$ cat config.mk
export PLATFORM = sky130hd
export DESIGN_NAME = pulse_sequencer_flat
export DESIGN_NICKNAME = d
export VERILOG_FILES = /design/src/rtl/pulse_seq_if.sv /design/src/rtl/pulse_sequencer.sv /design/src/flat_wrapper.sv
export SDC_FILE = /design/constraint.sdc
export NUM_CORES = 1
export LEC_CHECK = 0
export CAP_MARGIN = 20
export CORE_ASPECT_RATIO = 0.6
export CORE_MARGIN = 2
export CORE_UTILIZATION = 55
export CTS_BUF_LIST = sky130_fd_sc_hd__clkbuf_2 sky130_fd_sc_hd__clkbuf_4 sky130_fd_sc_hd__clkbuf_8
export CTS_CLUSTER_DIAMETER = 50
export CTS_CLUSTER_SIZE = 16
export DETAILED_ROUTE_END_ITERATION = 7
export PLACE_DENSITY = 0.81
export RECOVER_POWER = 50
export SYNTH_ARGS = -nofsm -noshare
export SYNTH_HDL_FRONTEND = slang
export SYNTH_SLANG_ARGS = --single-unit
export TNS_END_PERCENT = 100
$ cat constraint.sdc
create_clock -name clk -period 3.15 [get_ports clk]
set_clock_uncertainty 0.2 [all_clocks]
set_input_delay 0.315 -clock clk [delete_from_list [all_inputs] [get_ports clk]]
set_output_delay 0.315 -clock clk [all_outputs]
set_load 0.02 [all_outputs]
$ cat src/rtl/pulse_seq_if.sv
// pulse_seq_if: command, configuration and status bundle for pulse_sequencer
//   start/stop/mode/modulus/burst_len : commands and config from the front end
//   busy/done/res/pulse_cnt/cfg_err   : registered status from the sequencer
interface pulse_seq_if #(parameter int WIDTH = 8, parameter int CNT_W = 8);
   logic start, stop, mode, busy, done, res, cfg_err;
   logic [WIDTH-1:0] modulus;
   logic [CNT_W-1:0] burst_len, pulse_cnt;
   modport master(output start, stop, mode, modulus, burst_len, input busy, done, res, pulse_cnt, cfg_err);
   modport slave(input start, stop, mode, modulus, burst_len, output busy, done, res, pulse_cnt, cfg_err);
endinterface

$ cat src/rtl/pulse_sequencer.sv
// pulse_sequencer: start/stop controller for a modulo-M pulse generator with optional finite bursts
//   clk, rst : single clock, synchronous active-high reset
//   bus      : pulse_seq_if.slave (start, stop, mode, modulus, burst_len in; busy, done, res, pulse_cnt, cfg_err out)
//   PRESCALE_EN : when defined, the counter advances once every PRESCALE clocks instead of every clock
module pulse_sequencer #(
   parameter int WIDTH = 8,
   parameter int CNT_W = 8
`ifdef PRESCALE_EN
   , parameter int PRESCALE = 4
`endif
) (
   input logic clk,
   input logic rst,
   pulse_seq_if.slave bus
);
   typedef enum logic [1:0] {IDLE, RUN, DONE} state_t;
   state_t state;
   logic [WIDTH-1:0] m, cter;
   logic [CNT_W-1:0] k;
   logic burst, tick, term, last, bad, accept;
   assign bad = bus.modulus == '0 || (bus.mode && bus.burst_len == '0);
   assign accept = state == IDLE && bus.start && !bus.stop && !bad;
   assign term = cter == m - 1'b1;
   assign last = burst && bus.pulse_cnt + 1'b1 == k;
`ifdef PRESCALE_EN
   localparam int PW = PRESCALE > 2 ? $clog2(PRESCALE) : 1;
   localparam logic [PW-1:0] PLAST = PW'(PRESCALE - 1);
   logic [PW-1:0] pre;
   assign tick = pre == PLAST;
   // cleared on accept so the first tick lands PRESCALE clocks after the accept edge
   always_ff @(posedge clk)
      if (rst || accept) pre <= '0;
      else pre <= tick ? '0 : pre + 1'b1;
`else
   assign tick = 1'b1;
`endif
   always_ff @(posedge clk) begin
      if (rst) begin
         state <= IDLE;
         cter <= '0;
         m <= '0;
         k <= '0;
         burst <= 1'b0;
         bus.busy <= 1'b0;
         bus.done <= 1'b0;
         bus.res <= 1'b0;
         bus.cfg_err <= 1'b0;
         bus.pulse_cnt <= '0;
      end else begin
         bus.done <= 1'b0;
         bus.res <= 1'b0;
         bus.cfg_err <= 1'b0;
         case (state)
            IDLE: begin
               bus.busy <= accept;
               bus.cfg_err <= bus.start && !bus.stop && bad;
               if (accept) begin
                  m <= bus.modulus;
                  k <= bus.burst_len;
                  burst <= bus.mode;
                  cter <= '0;
                  bus.pulse_cnt <= '0;
                  state <= RUN;
               end
            end
            RUN:
               if (bus.stop) begin
                  cter <= '0;
                  bus.busy <= 1'b0;
                  state <= IDLE;
               end else if (tick) begin
                  cter <= term ? '0 : cter + 1'b1;
                  bus.res <= term;
                  if (term) bus.pulse_cnt <= bus.pulse_cnt + 1'b1;
                  if (term && last) state <= DONE;
               end
            DONE: begin
               bus.done <= 1'b1;
               bus.busy <= 1'b0;
               state <= IDLE;
            end
            default: state <= IDLE;
         endcase
      end
   end
endmodule

$ cat src/flat_wrapper.sv
// flat-port wrapper written by rule: the top's interface ports become plain ports
module pulse_sequencer_flat 
#(
   parameter int WIDTH = 8,
   parameter int CNT_W = 8

)
  (clk, rst, bus_start, bus_stop, bus_mode, bus_modulus, bus_burst_len, bus_busy, bus_done, bus_res, bus_pulse_cnt, bus_cfg_err);
  pulse_seq_if #(.WIDTH(WIDTH), .CNT_W(CNT_W)) bus_i ();
  input logic clk;
  input logic rst;
  input wire logic [$bits(bus_i.start)-1:0] bus_start;
  input wire logic [$bits(bus_i.stop)-1:0] bus_stop;
  input wire logic [$bits(bus_i.mode)-1:0] bus_mode;
  input wire logic [$bits(bus_i.modulus)-1:0] bus_modulus;
  input wire logic [$bits(bus_i.burst_len)-1:0] bus_burst_len;
  output wire logic [$bits(bus_i.busy)-1:0] bus_busy;
  output wire logic [$bits(bus_i.done)-1:0] bus_done;
  output wire logic [$bits(bus_i.res)-1:0] bus_res;
  output wire logic [$bits(bus_i.pulse_cnt)-1:0] bus_pulse_cnt;
  output wire logic [$bits(bus_i.cfg_err)-1:0] bus_cfg_err;
  assign bus_i.start = bus_start;
  assign bus_i.stop = bus_stop;
  assign bus_i.mode = bus_mode;
  assign bus_i.modulus = bus_modulus;
  assign bus_i.burst_len = bus_burst_len;
  assign bus_busy = bus_i.busy;
  assign bus_done = bus_i.done;
  assign bus_res = bus_i.res;
  assign bus_pulse_cnt = bus_i.pulse_cnt;
  assign bus_cfg_err = bus_i.cfg_err;
  pulse_sequencer #(.WIDTH(WIDTH), .CNT_W(CNT_W)) u_core (.clk(clk), .rst(rst), .bus(bus_i));
endmodule
==> impl_metrics.toml, run 1 <==
[run_status]
outcome = "finished clean"

[clocking]
htree_levels = 2
clock_latency_ns = 0.29
cts_resized = 0
path_clk_slew_ns = 0.09
cts_setup_buffers = 0
ctsHoldBuffers = 0
clockBufferDepth = 2
ctsRootBufferMaster = "clkbuf_8"
cts_sinks = 39
cts_buffers = 5
tritoncts = "yes"

[pwr]
p_leak_nw = 1.160
ir_drop_mv = 0.2674
powerDensity_nw_per_um2 = 402.7

[setup_path]
r2r_setup_slack_ns = 0.30
crit_path_end_kind = "flop"
r2r_cells = 9
r2r_start = "u_core.bus.pulse_cnt[0]"
critical_path_class = "reg2reg"
cp.required_ns = 3.15
cp-start-kind = "flop"
crit_fanout = 7
timing.rr.end = "u_core.state[0]"
arrival_ns = 2.85

[final_layout]
drive_above_1_share = 0.08224
diodes = 0
fillCellCount = 334
final_nets = 331
regArea_um2 = 780.7
final_cell_mix = "39 x dfxtp_1, 32 x nor2_1, 20 x clkdlybuf4s50_1"
final_common_cell = "dfxtp_1"
area_delta_synth_final_pct = 22.52
stdcell_area_um2 = 2778
multi_input_area_um2 = 1410

[routing]
drtPass1Iterations = 5
drc = 0
avgViaCountPerCell = 6.195
vias = 2193
detail_route.wl_per_cell_um = 15.25
drt-initial-drc-count = 267
postRouteAntennaNets = 0
drt_wl_total_um = 5397

[die]
die_h_um = 53.73
rows = 18
die-area_um2 = 4668
boundaryPins = 33
core_area_um2 = 4031
start_util = 0.5624
die_w_um = 86.89

[synthesis]
synthFlopType = "dfxtp_1"
yosysUniqueCellTypes = 53
ys_ff_latch = 39
avgSynthCellArea_um2 = 8.523
synth_area_um2 = 2267
synth-edff-count = 0
ys_seq_area_frac = 0.3444
synth_warnings = 0
async_flop_share = 0
syn-num-nets = 294
synthCells = 266

[flow_run]
maxCapViolations = 0

[hold_path]
hold_class = "reg2reg"
hold_path_depth = 2
holdPathEnd = "u_core.bus.busy"
min_from = "u_core.bus.busy"

[placed_design]
place_congestion = 0.9219
hpwl_um = 4066
place_area_um2 = 2671
io_buffers = 32

[grt]
grt_pass1_wl_um = 8935
antenna_found_initial = 0
grt_overflow = 0
grtUsageTotal = 0.2518
grt_pass1_vias = 1761
grt_max_degree = 35

[sta]
slew_violations = 0
hold_viol_final = 0
grt_setup_unrepaired = "false"
final-setup-viol-count = 0
relSlewSlack = 0.007724
worst-slew-pin-transition_ns = 1.488
fin_crit_sh = 0.9034
fmaxAchievable_mhz = 351.4
post-route-min-period_ns = 2.846
setup_tns_ns = 0
## cells in the mapped netlist (6+ instances only)
master | number | area, um^2
nand2_1 | 15 | 56.30
clkbuf_1 | 8 | 30.03
xor2_1 | 9 | 78.83
nor2_1 | 32 | 120.1
o21ai_0 | 6 | 30.03
inv_1 | 8 | 30.03
nand4_1 | 6 | 37.54
nor3_1 | 7 | 35.03
nand3_1 | 8 | 40.04
ha_1 | 7 | 87.58
xnor2_1 | 9 | 78.83
a21oi_1 | 13 | 65.06
dfxtp_1 | 39 | 780.8
nor4_1 | 10 | 62.56
mux2i_1 | 17 | 170.2
## registers in the layout (all words and copies together) (netlist names)
name / count
u_core.state: 2
u_core.k: 8
u_core.bus.cfg_err: 1
u_core.bus.busy: 1
u_core.bus.res: 1
u_core.m: 8
u_core.cter: 8
u_core.burst: 1
u_core.bus.pulse_cnt: 8
u_core.bus.done: 1
## layer usage
metal / track usage / vias to the layer above / routed length (um)
met2: 0.3384 / 126 / 1993
li1: - / 1065 / -
met3: 0.05061 / 15 / 577
met1: 0.3970 / 987 / 2758
met5: 0 / - / 0
met4: 0.06771 / 0 / 67
## per-stage QoR
step	worst slack (ns)	utilization	cells	total power, mW	hold slack (ns)
6_report	0.3043	0.6890	354	1.118	0.2719
3_5_place_dp	0.3519	0.6626	346	0.7087	0.2738
2_1_floorplan	0.4046	-	266	0.6466	0.1920
4_1_cts	0.3379	0.6906	354	1.123	0.2856
3_3_place_gp	0.4033	0.6626	346	0.7048	0.2578
5_1_grt	0.1549	0.6890	354	1.171	0.3114
## critical path: stages, from the launching register on
cell and delay, ns:
dfxtp_1 0.34, ha_1 0.27, nand3_1 0.27, o21a_1 0.25
nor3_1 0.20, o211ai_1 0.17, a2111oi_0 0.37, buf_4 0.19
mux2_2 0.32, nor3_1 0.16
## kinds of logic (layout without fill, tap and decap cells)
kind of cell,Yosys count,in the layout,share of synthesized area
simple gates,106,106,0.2550
compound gates,59,59,0.1788
flops,39,39,0.3444
buf+inv,19,57,0.03366
xor+xnor,18,18,0.06954
mux,18,18,0.08002
fa+ha+maj,7,7,0.03863
## where the power goes
part / switching (mW) / total [mW] / internal (mW) / leakage [nW]
logic: 0.0915 / 0.177 / 0.0854 / 0.785
clock network: 0.183 / 0.419 / 0.236 / 0.0581
registers: 0.0159 / 0.522 / 0.506 / 0.316
## layout make-up
type / count / share of cell area
clock inverters: 3 / 0.01577
well taps: 50 / 0.02252
flip-flops and latches: 39 / 0.2811
clock buffers: 5 / 0.02477
repair buffers: 41 / 0.1374
multi-input cells: 208 / 0.5077
inverters: 8 / 0.01081
## worst max-delay path by stage
stage	cells after the start	slack, ns	from	end
after floorplan	8	0.40	u_core.bus.pulse_cnt[0]	u_core.state[0]
after global placement	8	0.40	u_core.m[0]	u_core.bus.pulse_cnt[4]
after detailed placement	8	0.35	u_core.m[0]	u_core.bus.pulse_cnt[4]
after CTS	8	0.34	u_core.m[0]	u_core.bus.pulse_cnt[3]
after global routing	8	0.15	u_core.m[0]	u_core.bus.pulse_cnt[3]
final	9	0.30	u_core.bus.pulse_cnt[0]	u_core.state[0]
No activity file was read; power rests on OpenSTA's default activity.
==> run 2, diff against run 1 <==
--- a/config.mk
+++ b/config.mk
@@ -7,14 +7,15 @@
 export LEC_CHECK = 0
 export CAP_MARGIN = 20
 export CORE_ASPECT_RATIO = 0.6
-export CORE_MARGIN = 2
+export CORE_MARGIN = 10
 export CORE_UTILIZATION = 55
 export CTS_BUF_LIST = sky130_fd_sc_hd__clkbuf_2 sky130_fd_sc_hd__clkbuf_4 sky130_fd_sc_hd__clkbuf_8
 export CTS_CLUSTER_DIAMETER = 50
-export CTS_CLUSTER_SIZE = 16
+export CTS_CLUSTER_SIZE = 10
 export DETAILED_ROUTE_END_ITERATION = 7
 export PLACE_DENSITY = 0.81
 export RECOVER_POWER = 50
+export SLEW_MARGIN = 40
 export SYNTH_ARGS = -nofsm -noshare
 export SYNTH_HDL_FRONTEND = slang
 export SYNTH_SLANG_ARGS = --single-unit
==> run 2 against run 1 <==
Compared with the run above: the flow now finishes with violations (max-capacitance violations, max-slew violations); first-iteration DRC count down 57%; clock power up 7.4%; register-to-register slack worse by 0.03 ns; worst setup slack worse by 0.031 ns; cell area down 0.23%; wire length up 11%; non-clock buffer count down 1; critical path type unchanged; largest cell class unchanged.
==> impl_metrics.toml, run 2 (synthesis gave the netlist of run 1 again) <==
[run_status]
outcome = "finished with violations"
violations = "max-capacitance violations, max-slew violations"

[flow_run]
maxCapViolations = 1

[clocking]
ctsRootBufferMaster = "clkbuf_8"
cts_setup_buffers = 0
cts_resized = 0
cts_sinks = 39
path_clk_slew_ns = 0.08
clockBufferDepth = 2
clock_latency_ns = 0.31
htree_levels = 2
tritoncts = "yes"
ctsHoldBuffers = 0
cts_buffers = 5

[final_layout]
fin_util = 0.7279
final_common_cell = "dfxtp_1"
fillCellCount = 306
final_nets = 330
regArea_um2 = 780.7
final_cell_mix = "39 x dfxtp_1, 32 x nor2_1, 20 x clkdlybuf4s50_1"
multi_input_area_um2 = 1410
diodes = 0
drive_above_1_share = 0.07921
area_delta_synth_final_pct = 22.24

[sta]
slew_violations = 35
worst-slew-pin-transition_ns = 1.507
post-route-min-period_ns = 2.877
setup_tns_ns = 0
hold_slack_ns = 0.2834
fin_crit_sh = 0.9133
final-setup-viol-count = 0
hold_viol_final = 0
grt_setup_unrepaired = "false"
fmaxAchievable_mhz = 347.6
relSlewSlack = -0.004836

[hold_path]
hold_path_depth = 2
hold_class = "reg2reg"
min_from = "u_core.bus.busy"

[placed_design]
hpwl_um = 4440
io_buffers = 32
place_congestion = 0.8711

[grt]
grt_pass1_vias = 1976
grt_max_degree = 35
grt_overflow = 0
grt_pass1_wl_um = 9922
grtUsageTotal = 0.1716
antenna_found_initial = 0

[pwr]
powerDensity_nw_per_um2 = 414.2
power.total_mw = 1.148
p_leak_nw = 1.158
ir_drop_mv = 0.3334

[die]
die_w_um = 102.9
rows = 17
die-area_um2 = 7174
start_util = 0.5955
core_area_um2 = 3807
boundaryPins = 33
die_h_um = 69.73

[setup_path]
crit_fanout = 8
crit_path_end_kind = "flop"
critical_path_class = "reg2reg"
r2r_setup_slack_ns = 0.27
timing.rr.end = "u_core.bus.pulse_cnt[4]"
slowest_delay_ns = 0.48
r2r_start = "u_core.m[0]"
cp-start-kind = "flop"
crit_start = "u_core.m[0]"
slowest_stage = "or4_1"
r2r_cells = 8
arrival_ns = 2.90
worstPathCellList = "inv_1 > ha_1 > nand2b_1 > a311o_1 > a211o_1 > or2_1 > or4_1 > a21oi_1"
cp.required_ns = 3.18
crit_end = "u_core.bus.pulse_cnt[4]"

[routing]
vias = 2178
drc = 0
avgViaCountPerCell = 6.223
postRouteAntennaNets = 0
drt-initial-drc-count = 115
drt_wl_total_um = 5972
detail_route.wl_per_cell_um = 17.06
drtPass1Iterations = 5
==> run 2: worst max-delay path, delay by kind of cell, from the launching register on <==
family | cells | cell delay, ns
AO/OA/AOI/OAI | 3 | 0.87
adder cells (fa/ha/maj) | 1 | 0.27
buffers and inverters | 1 | 0.08
flip-flops | 1 | 0.42
AND/OR/NAND/NOR | 3 | 0.97
==> run 2: metal layers <==
metal	GRT usage	share of wire	wire length [um]
met3	0.05357	0.099	592
met5	0	0	0
met1	0.2530	0.48	2884
met2	0.2238	0.41	2419
met4	0.05479	0.013	76
==> run 2: where the power goes <==
group | switching [mW] | total [mW] | internal (mW)
registers | 0.0163 | 0.523 | 0.506
clock network | 0.193 | 0.450 | 0.257
logic | 0.0932 | 0.176 | 0.0825
==> run 2: layout make-up <==
type	count	share of cell area
Clock inverter	2	0.01264
Tap cell	47	0.02122
Clock buffer	6	0.02980
Sequential cell	39	0.2817
Multi-Input combinational cell	208	0.5088
Inverter	8	0.01084
Timing Repair Buffer	40	0.1350
==> run 2: how the worst min path moves through the flow <==
stage | slack, ns | endpoint
after global placement | 0.27 | u_core.bus.busy
after detailed placement | 0.28 | u_core.bus.busy
after floorplan | 0.19 | u_core.bus.res
final | 0.28 | u_core.bus.busy
after global routing | 0.32 | u_core.bus.busy
after CTS | 0.29 | u_core.bus.busy
==> run 2: per-stage QoR <==
stage	setup slack (ns)	instance area (um^2)	instances
floorplan	0.4046	2267	266
global placement	0.4043	2660	342
detailed placement	0.3808	2660	342
CTS	0.3230	2778	350
global route	0.1392	2771	350
finish	0.2730	2771	350
==> run 3, diff against run 2 <==
--- a/config.mk
+++ b/config.mk
@@ -15,6 +15,7 @@
 export DETAILED_ROUTE_END_ITERATION = 7
 export PLACE_DENSITY = 0.81
 export RECOVER_POWER = 50
+export SKIP_CTS_REPAIR_TIMING = 1
 export SLEW_MARGIN = 40
 export SYNTH_ARGS = -nofsm -noshare
 export SYNTH_HDL_FRONTEND = slang
==> results of run 3 <==
Same layout as run 2: the final DEF is identical, and so are final timing and power.
